[config.mk]
export PLATFORM = sky130hd
export DESIGN_NAME = op_exec_flat
export DESIGN_NICKNAME = d
export VERILOG_FILES = /design/src/rtl/op_exec_pkg.sv /design/src/rtl/op_exec_if.sv /design/src/rtl/seq_mul32.sv /design/src/rtl/op_exec.sv /design/src/flat_wrapper.sv
export SDC_FILE = /design/constraint.sdc
export NUM_CORES = 1
export LEC_CHECK = 0
export ABC_CLOCK_PERIOD_IN_PS = 7000
export BUFFER_PORTS_ARGS = -buffer_cell sky130_fd_sc_hd__buf_4
export CAP_MARGIN = 10
export CORE_UTILIZATION = 50
export CTS_CLUSTER_DIAMETER = 60
export DETAILED_ROUTE_END_ITERATION = 12
export PLACE_DENSITY = 0.78
export RECOVER_POWER = 100
export SLEW_MARGIN = 0
export SYNTH_ARGS = -nofsm -noshare
export SYNTH_HDL_FRONTEND = slang
export SYNTH_SLANG_ARGS = --single-unit
[constraint.sdc]
create_clock -name clk -period 7 [get_ports clk]
set_input_delay 0.7 -clock clk [delete_from_list [all_inputs] [get_ports clk]]
set_output_delay 0.7 -clock clk [all_outputs]
set_load 0.005 [all_outputs]
[src/rtl/op_exec_pkg.sv]
// Shared definitions for op_exec: opcode values, halt word, FSM state encoding and multiply length.
package op_exec_pkg;

    localparam logic [2:0] OP_ADD = 3'd0;
    localparam logic [2:0] OP_SUB = 3'd1;
    localparam logic [2:0] OP_AND = 3'd2;
    localparam logic [2:0] OP_OR  = 3'd3;
    localparam logic [2:0] OP_XOR = 3'd4;
    localparam logic [2:0] OP_SLL = 3'd5;
    localparam logic [2:0] OP_SRL = 3'd6;
    localparam logic [2:0] OP_MUL = 3'd7;

    localparam logic [31:0] HALT_OPCODE = 32'hFFFF_FFFF;
    localparam int unsigned MUL_CYCLES  = 32;

    typedef enum logic [2:0] {
        StIdle,
        StCalc,
        StMul,
        StWrite,
        StHalt
    } state_e;

endpackage

[src/rtl/op_exec_if.sv]
// Request/result bundle between a controller (master) and the op_exec engine (slave).
interface op_exec_if #(
    parameter int unsigned ADDR_W = 8,
    parameter int unsigned DATA_W = 32
);
    logic              start;
    logic [DATA_W-1:0] op_a;
    logic [DATA_W-1:0] op_b;
    logic [DATA_W-1:0] opcode;
    logic [ADDR_W-1:0] dest_addr;
    logic              busy;
    logic              done;
    logic              ram_we;
    logic [ADDR_W-1:0] ram_addr;
    logic [DATA_W-1:0] ram_din;
    logic              halted;
    logic              illegal;

    modport master (
        output start, op_a, op_b, opcode, dest_addr,
        input  busy, done, ram_we, ram_addr, ram_din, halted, illegal
    );

    modport slave (
        input  start, op_a, op_b, opcode, dest_addr,
        output busy, done, ram_we, ram_addr, ram_din, halted, illegal
    );

endinterface

[src/rtl/seq_mul32.sv]
// Shift-add multiplier, one multiplier bit per cycle, low 32 bits of the product.
module seq_mul32 (
    input  logic        clk,
    input  logic        rst,
    input  logic        load,
    input  logic [31:0] a,
    input  logic [31:0] b,
    output logic [31:0] product,
    output logic        done
);
    import op_exec_pkg::*;

    logic [31:0] r_acc;
    logic [31:0] r_a;
    logic [31:0] r_b;
    logic [5:0]  r_cnt;
    logic        r_run;
    logic [31:0] w_addend;

    // product already includes the current step, so the final value is ready with done
    assign w_addend = r_b[0] ? r_a : 32'd0;
    assign product  = r_acc + w_addend;
    assign done     = r_run && (r_cnt == 6'(MUL_CYCLES - 1));

    always_ff @(posedge clk) begin
        if (rst) begin
            r_acc <= 32'd0;
            r_a   <= 32'd0;
            r_b   <= 32'd0;
            r_cnt <= 6'd0;
            r_run <= 1'b0;
        end else if (load) begin
            r_acc <= 32'd0;
            r_a   <= a;
            r_b   <= b;
            r_cnt <= 6'd0;
            r_run <= 1'b1;
        end else if (r_run) begin
            r_acc <= product;
            r_a   <= r_a << 1;
            r_b   <= r_b >> 1;
            if (done) begin
                r_run <= 1'b0;
            end else begin
                r_cnt <= r_cnt + 6'd1;
            end
        end
    end

endmodule

[src/rtl/op_exec.sv]
// Single-operation execute engine: ALU or sequential multiply, result written to RAM.
// Define OP_EXEC_MUL_EN to enable the 32-cycle multiply; otherwise opcode 7 is illegal.
module op_exec #(
    parameter int unsigned ADDR_W = 8,
    parameter int unsigned DATA_W = 32
) (
    input  logic        clk,
    input  logic        rst,
    op_exec_if.slave    bus
);
    import op_exec_pkg::*;

    state_e            r_state;
    logic [DATA_W-1:0] r_op_a;
    logic [DATA_W-1:0] r_op_b;
    logic [2:0]        r_opc;
    logic [ADDR_W-1:0] r_dest;
    logic              r_busy;
    logic              r_done;
    logic              r_ram_we;
    logic [ADDR_W-1:0] r_ram_addr;
    logic [DATA_W-1:0] r_ram_din;
    logic              r_halted;
    logic              r_illegal;

    logic              w_is_halt;
    logic              w_is_mul;
    logic [DATA_W-1:0] w_alu;

    assign w_is_halt = (bus.opcode == HALT_OPCODE);
    assign w_is_mul  = (bus.opcode[2:0] == OP_MUL);

    always_comb begin
        w_alu = '0;
        case (r_opc)
            OP_ADD:  w_alu = r_op_a + r_op_b;
            OP_SUB:  w_alu = r_op_a - r_op_b;
            OP_AND:  w_alu = r_op_a & r_op_b;
            OP_OR:   w_alu = r_op_a | r_op_b;
            OP_XOR:  w_alu = r_op_a ^ r_op_b;
            OP_SLL:  w_alu = r_op_a << r_op_b[4:0];
            OP_SRL:  w_alu = r_op_a >> r_op_b[4:0];
            default: w_alu = '0;
        endcase
    end

`ifdef OP_EXEC_MUL_EN
    logic        w_mul_load;
    logic [31:0] w_mul_prod;
    logic        w_mul_done;

    assign w_mul_load = (r_state == StIdle) && bus.start && !w_is_halt && w_is_mul;

    seq_mul32 u_mul (
        .clk     (clk),
        .rst     (rst),
        .load    (w_mul_load),
        .a       (bus.op_a),
        .b       (bus.op_b),
        .product (w_mul_prod),
        .done    (w_mul_done)
    );
`endif

    always_ff @(posedge clk) begin
        if (rst) begin
            r_state    <= StIdle;
            r_op_a     <= '0;
            r_op_b     <= '0;
            r_opc      <= 3'd0;
            r_dest     <= '0;
            r_busy     <= 1'b0;
            r_done     <= 1'b0;
            r_ram_we   <= 1'b0;
            r_ram_addr <= '0;
            r_ram_din  <= '0;
            r_halted   <= 1'b0;
            r_illegal  <= 1'b0;
        end else begin
            case (r_state)
                StIdle: begin
                    if (bus.start) begin
                        r_op_a <= bus.op_a;
                        r_op_b <= bus.op_b;
                        r_opc  <= bus.opcode[2:0];
                        r_dest <= bus.dest_addr;
                        if (w_is_halt) begin
                            r_halted <= 1'b1;
                            r_state  <= StHalt;
                        end else begin
                            r_busy  <= 1'b1;
                            r_state <= StCalc;
`ifdef OP_EXEC_MUL_EN
                            if (w_is_mul) r_state <= StMul;
`else
                            if (w_is_mul) r_illegal <= 1'b1;
`endif
                        end
                    end
                end
                // Write strobes are loaded one cycle early so they are high exactly in WRITE
                StCalc: begin
                    r_ram_we   <= 1'b1;
                    r_done     <= 1'b1;
                    r_ram_addr <= r_dest;
                    r_ram_din  <= w_alu;
                    r_state    <= StWrite;
                end
`ifdef OP_EXEC_MUL_EN
                StMul: begin
                    if (w_mul_done) begin
                        r_ram_we   <= 1'b1;
                        r_done     <= 1'b1;
                        r_ram_addr <= r_dest;
                        r_ram_din  <= w_mul_prod;
                        r_state    <= StWrite;
                    end
                end
`endif
                StWrite: begin
                    r_ram_we <= 1'b0;
                    r_done   <= 1'b0;
                    r_busy   <= 1'b0;
                    r_state  <= StIdle;
                end
                StHalt: begin
                    r_state <= StHalt;
                end
                default: begin
                    r_state <= StIdle;
                end
            endcase
        end
    end

    assign bus.busy     = r_busy;
    assign bus.done     = r_done;
    assign bus.ram_we   = r_ram_we;
    assign bus.ram_addr = r_ram_addr;
    assign bus.ram_din  = r_ram_din;
    assign bus.halted   = r_halted;
    assign bus.illegal  = r_illegal;

endmodule
[src/flat_wrapper.sv]
// flat-port wrapper written by rule: the top's interface ports become plain ports
module op_exec_flat import op_exec_pkg::*;
#(
    parameter int unsigned ADDR_W = 8,
    parameter int unsigned DATA_W = 32
)
  (clk, rst, bus_start, bus_op_a, bus_op_b, bus_opcode, bus_dest_addr, bus_busy, bus_done, bus_ram_we, bus_ram_addr, bus_ram_din, bus_halted, bus_illegal);
  op_exec_if #(.ADDR_W(ADDR_W), .DATA_W(DATA_W)) bus_i ();
  input  logic clk;
  input  logic rst;
  input wire logic [$bits(bus_i.start)-1:0] bus_start;
  input wire logic [$bits(bus_i.op_a)-1:0] bus_op_a;
  input wire logic [$bits(bus_i.op_b)-1:0] bus_op_b;
  input wire logic [$bits(bus_i.opcode)-1:0] bus_opcode;
  input wire logic [$bits(bus_i.dest_addr)-1:0] bus_dest_addr;
  output wire logic [$bits(bus_i.busy)-1:0] bus_busy;
  output wire logic [$bits(bus_i.done)-1:0] bus_done;
  output wire logic [$bits(bus_i.ram_we)-1:0] bus_ram_we;
  output wire logic [$bits(bus_i.ram_addr)-1:0] bus_ram_addr;
  output wire logic [$bits(bus_i.ram_din)-1:0] bus_ram_din;
  output wire logic [$bits(bus_i.halted)-1:0] bus_halted;
  output wire logic [$bits(bus_i.illegal)-1:0] bus_illegal;
  assign bus_i.start = bus_start;
  assign bus_i.op_a = bus_op_a;
  assign bus_i.op_b = bus_op_b;
  assign bus_i.opcode = bus_opcode;
  assign bus_i.dest_addr = bus_dest_addr;
  assign bus_busy = bus_i.busy;
  assign bus_done = bus_i.done;
  assign bus_ram_we = bus_i.ram_we;
  assign bus_ram_addr = bus_i.ram_addr;
  assign bus_ram_din = bus_i.ram_din;
  assign bus_halted = bus_i.halted;
  assign bus_illegal = bus_i.illegal;
  op_exec #(.ADDR_W(ADDR_W), .DATA_W(DATA_W)) u_core (.clk(clk), .rst(rst), .bus(bus_i));
endmodule
Word level (Yosys, flattened, before mapping)
Cells that the tools add are included.
{"block": "classes", "n_eq_ne": 13, "muxes": 8, "addsub": 2, "n_bitwise": 4, "n_shift": 2, "reduce_logical": 8}
{"op": "one-hot mux 32 bit (7 select lines)", "count": 1}
{"op": "adder 32 bit", "count": 1}
{"op": "AND 32 bit", "count": 1}
{"op": "== test 32 bit (second input constant)", "count": 1}
{"op": "OR 32 bit", "count": 1}
{"op": "<< shifter 32 x 5 -> 32 bit", "count": 1}
{"op": "right shift 32 x 5 -> 32 bit", "count": 1}
{"op": "subtractor 32 bit", "count": 1}
{"op": "bitwise XOR 32 bit", "count": 1}
{"op": "== test 3 bit (second input constant)", "count": 5}
{"op": "== test 3 x 2 -> 1 bit (second input constant)", "count": 3}
{"op": "one-hot mux 3 bit (3 select lines)", "count": 1}
{"op": "== test 3 x 1 -> 1 bit (second input constant)", "count": 2}
{"op": "zero test 3 bit", "count": 2}
{"op": "2-to-1 mux 3 bit", "count": 2}
{"op": "AND reduction 3 bit", "count": 2}
{"op": "inequality test 2 bit (second input constant)", "count": 2}
{"op": "one-hot mux 1 bit (2 select lines)", "count": 2}
{"op": "AND reduction 4 bit", "count": 1}
{"op": "nonzero test 2 bit", "count": 2}
{"op": "2-to-1 mux 1 bit", "count": 2}
{"op": "AND reduction 2 bit", "count": 1}
{"op": "NOT 1 bit", "count": 1}
{"block": "word_totals", "register_bits": 122, "elab_cells": 48, "in_bits": 107}

Logic depth before layout (Yosys ltp)
{"block": "depth", "ltp_word": 4, "mapped_depth": 20}

Least setup slack after synthesis
Ideal clock, no wire load.
{"block": "synth_timing", "path_type": "register to register", "start": "register u_core.r_op_b[0]", "end": "register u_core.r_ram_din[30] (netlist: u_core.bus.ram_din[30])", "n_path_buf": 3, "setup_ns": 0.095, "path_stages_with_launch": 18, "arrival_ns": 4.192, "path_slack_ns": 2.712, "path_cell_list": "dfxtp_1 buf_4 buf_6 inv_2 clkbuf_1 ha_1 nand3_1 nor4_2 nand3_1 o41ai_1 xnor2_1 ha_1 nand2_1 or4_1 o21ba_2 o211ai_1 mux2i_1 a221oi_1"}
{"block": "synth_via", "elab_chain_len": 2, "word_cells_on_any_way": 5, "cone_classes": "2 x add/sub; 2 x shift; 1 x mux"}
{"item": "start, declared", "line": "op_exec.sv:15", "text": "logic [DATA_W-1:0] r_op_b;"}
{"item": "start signal, assigned", "line": "op_exec.sv:84", "text": "r_op_b <= bus.op_b;"}
{"item": "subtractor 32 bit, or another cell as far along", "line": "op_exec.sv:37", "text": "OP_SUB: w_alu = r_op_a - r_op_b;"}
{"item": "one-hot mux 32 bit (7 select lines) (*)", "line": "op_exec.sv:35", "text": "case (r_opc)"}
{"item": "end signal, assigned", "line": "op_exec.sv:106", "text": "r_ram_din <= w_alu;"}
{"item": "end, declared", "line": "op_exec.sv:22", "text": "logic [DATA_W-1:0] r_ram_din;"}
Every way passes the cells marked *; elsewhere a longest branch is shown, timed or not.
A chain may end at the register's enable or synchronous reset.

Worst setup path after layout
Ends and elaborated chain as after synthesis.

==> impl_results.md <==
* Post-CTS sizing at 0
* Post-Syn Area at 11720 sq um
* Diodes inserted at 0
* Port bufs at 151
* Mapped Cells at 1527
* Slew at the pin with the worst max-slew slack at 3.726 ns
* Die Area at 24060 sq um
* Critical path endpoint category: register
* Vias in the first global route at 11560
* Core ar. at 22850 sq um
* Num CTS Buffers at 17
* Worst Skew at 0.01628 ns
* Maximum operating frequency at 179.4 MHz
* Avg Cell Area, Syn at 7.675 sq um
* Worst-path clk slew at 0.07 ns
* Crit path DAT at 5.90 ns
* GRT Overall Usage at 37.78%
* Setup TNS at 0 ns
* Reg-to-reg endpoint: u_core.bus.ram_din[30]$_SDFFE_PP0P_
* H-Tree Depth at 4
* Site row count at 55
* Outcome: complete, but fails checks
* MaxCap Viol Count at 3
* DRT antenna net count at 0
* Final Cycle Share at 79.61%
* First-pass GRT wire length at 69.07 mm
* Synth async-reset ratio at 0%
* DR pass1 iterations at 6
* Vias at 12580
* Hold_sp: u_core.r_dest[5]$_SDFFE_PP0P_
* Worst Hold Class: reg2reg
* Crit path launch type: register
* Dpl hpwl at 33.46 mm
* # nets final at 1807
* Initial Util at 51.30%
* Peak supply drop at 0.1613 mV
* Final setup fails at 0
* Design Power at 3050 uW
* I/O pin cnt at 152
* Ys Warns at 0
* Final Instance Count excl. Fillers at 1927
* Top_reg_cell synth: dfxtp_1
* Setup repair bufs after CTS at 0
* Starting DRT DRC Count at 1660
* CTS tree: done
* Failing checks: max-capacitance violations, max-slew violations
* DRC Markers at 0
* Sequential-to-total area share from yosys stat at 20.84%
* Crit path to: u_core.bus.ram_din[30]$_SDFFE_PP0P_
* CP Class: reg2reg
* Post-Syn Nets at 1732
* Final Max Slew Viols at 212
* RSZ-0062 raised after global routing: no
* CP startpoint: u_core.r_op_b[0]$_SDFFE_PP0P_
* Remaining Overflow, GRT at 0
* Die X-Extent at 155.1 um
* CTS Root Cell: clkbuf_16
* Die Height at 155.1 um
* GPL Wtd Cong at 1.021
* Setup ws final at 1.427 ns
* Hold_buf cts at 0
* # placed instances at 1896
* FF-to-FF path depth at 14
* FF-to-FF setup slack at 1.43 ns
* Largest net degree at the start of global routing at 88
* Final Hold Fails at 0
* CP required at 7.33 ns
* Post-Place Setup Slack at 2.323 ns
* Worst Path Max Fanout at 26
* Via density at 6.530
* Count of unique library cells instantiated by Yosys at 77
* DR WL/cell at 23.39 um
* PD cells at 226.8 nW/um^2
* Insertion delay to the later sink of the worst-skew pair at 0.45 ns
* Reg2reg start: u_core.r_op_b[0]$_SDFFE_PP0P_
* Slew headroom at -148.4%
* Routed Wire Length at 45.07 mm
* Area growth syn-to-layout at 14.76%
* Post-layout util at 58.87%
* Leakage power at 0.005384 uW
* Number of synthesized register bits at 122
* Fin crit period at 5.573 ns
* Layout cells sized above 1 at 17.16%
* CTS max path bufs at 2
* Clock Sinks at 122
* Initial antenna violation count at 0
* Post-synth EDFFs at 0
kinds of logic after synthesis:
family,Yosys count,synth area share (%)
xor+xnor,51,3.875
compound gates,474,26.03
buf+inv,190,6.651
flops,122,20.84
simple gates,487,18.15
fa+ha+maj,98,10.53
mux,105,13.93
worst max-delay path: stages, from the launching register on:
cell and delay [ns]:
dfxtp_4 0.42, inv_1 0.74, ha_1 0.30, nand3_1 0.18
nor4_1 0.97, a31oi_1 0.22, xnor2_1 0.17, ha_1 0.36
and3_1 0.22, and3_1 0.18, nor4_1 0.85, o21ba_1 0.31
o211ai_1 0.13, mux2i_1 0.14, a221oi_1 0.27
how the worst min path moves through the flow:
| stage | end | slack [ns] | cells after the start |
|---|---|---|---|
| 2_1_floorplan | u_core.r_state[2]$_SDFFE_PP0P_ | 0.43 | 1 |
| 3_3_place_gp | u_core.bus.ram_addr[6]$_SDFFE_PP0P_ | 0.44 | 2 |
| 3_5_place_dp | u_core.bus.ram_din[22]$_SDFFE_PP0P_ | 0.44 | 2 |
| 4_1_cts | u_core.bus.ram_addr[6]$_SDFFE_PP0P_ | 0.45 | 2 |
| 5_1_grt | u_core.bus.ram_addr[7]$_SDFFE_PP0P_ | 0.47 | 2 |
| 6_report | u_core.bus.ram_addr[5]$_SDFFE_PP0P_ | 0.45 | 2 |
cells in the mapped netlist, types with 4 or more instances:
cell type    n  share of area (%)
xnor2_1     41                3.1
nor4_1       6               0.32
ha_1        97                 10
a22o_1       9               0.67
a21oi_1    176                7.5
nor2_1     103                3.3
a21o_1      15               0.96
nand2b_1     6               0.32
clkbuf_1    74                2.4
dfxtp_1    122                 21
buf_1       11               0.35
o221ai_1    22                1.6
o21ai_0     69                2.9
nand3_1     20               0.85
inv_1       71                2.3
a221oi_1    20                1.5
and2_1       5               0.27
a211oi_1    21                1.3
mux4_2      45                8.6
o31ai_1      8               0.51
nand4_1     11               0.59
buf_4        7               0.45
buf_2       20               0.85
mux2_2      15                1.4
or3_1        4               0.21
nand2_1    275                8.8
xor2_1       9               0.67
a31oi_1     10               0.53
inv_2        4               0.13
o211ai_1    11               0.70
o32ai_1      4               0.30
nor2b_1     10               0.53
o22ai_1     15               0.80
nor3_1      23               0.98
mux2i_1     45                3.8
o21a_1      11               0.70
a22oi_1     36                2.3
a211o_1      5               0.37
final cells by class:
cell class	instances	area, sq um
tap	313	391.6
multi-input combinational	1215	8506
sequential	122	2451
clock buffer	17	425.4
timing repair buffer	170	1254
clock inverter	14	137.6
inverter	76	285.3
fill	2163	9397
stage by stage:
| step | hold WS (ns) | area, sq um |
|---|---|---|
| floorplan | 0.4296 | 11720 |
| global placement | 0.4372 | 12920 |
| detailed placement | 0.4435 | 12920 |
| CTS | 0.4529 | 13490 |
| global route | 0.4657 | 13450 |
| finish | 0.4497 | 13450 |
per-layer routing:
| metal | routed length (um) | GRT usage (%) |
|---|---|---|
| met5 | 0 | 0 |
| met2 | 18940 | 54.98 |
| met1 | 19180 | 54.21 |
| met4 | 1419 | 13.53 |
| met3 | 5526 | 8.579 |
state kept, by name, summed over array words and instances (netlist names):
name,cells
u_core.bus.ram_din,32
u_core.r_op_a,32
u_core.r_op_b,32
u_core.bus.ram_addr,8
u_core.r_dest,8
u_core.r_opc,3
u_core.r_state,3
u_core.bus.busy,1
u_core.bus.halted,1
u_core.bus.illegal,1
u_core.bus.ram_we,1
cell usage in the layout (no fill, tap or decap), types with 8 or more instances in the layout:
cell type / count
nand2_1: 275
a21oi_1: 176
buf_4: 121
dfxtp_1: 119
nor2_1: 103
ha_1: 97
inv_1: 72
o21ai_0: 70
mux2i_1: 45
mux4_2: 45
clkbuf_4: 43
xnor2_1: 41
a22oi_1: 36
nor3_1: 23
o221ai_1: 22
a211oi_1: 21
nand3_1: 20
a221oi_1: 20
clkbuf_16: 17
a21o_1: 15
o22ai_1: 15
mux2_2: 13
nand4_1: 11
o21a_1: 11
o211ai_1: 11
a31oi_1: 10
xor2_1: 9
a22o_1: 9
nor2b_1: 8
o31ai_1: 8
report_power, final:
group	internal, uW	switching (uW)
Clock	496	397
Sequential	757	109
Combinational	514	777
Total	1770	1280
(Power assumes the default switching activity.)
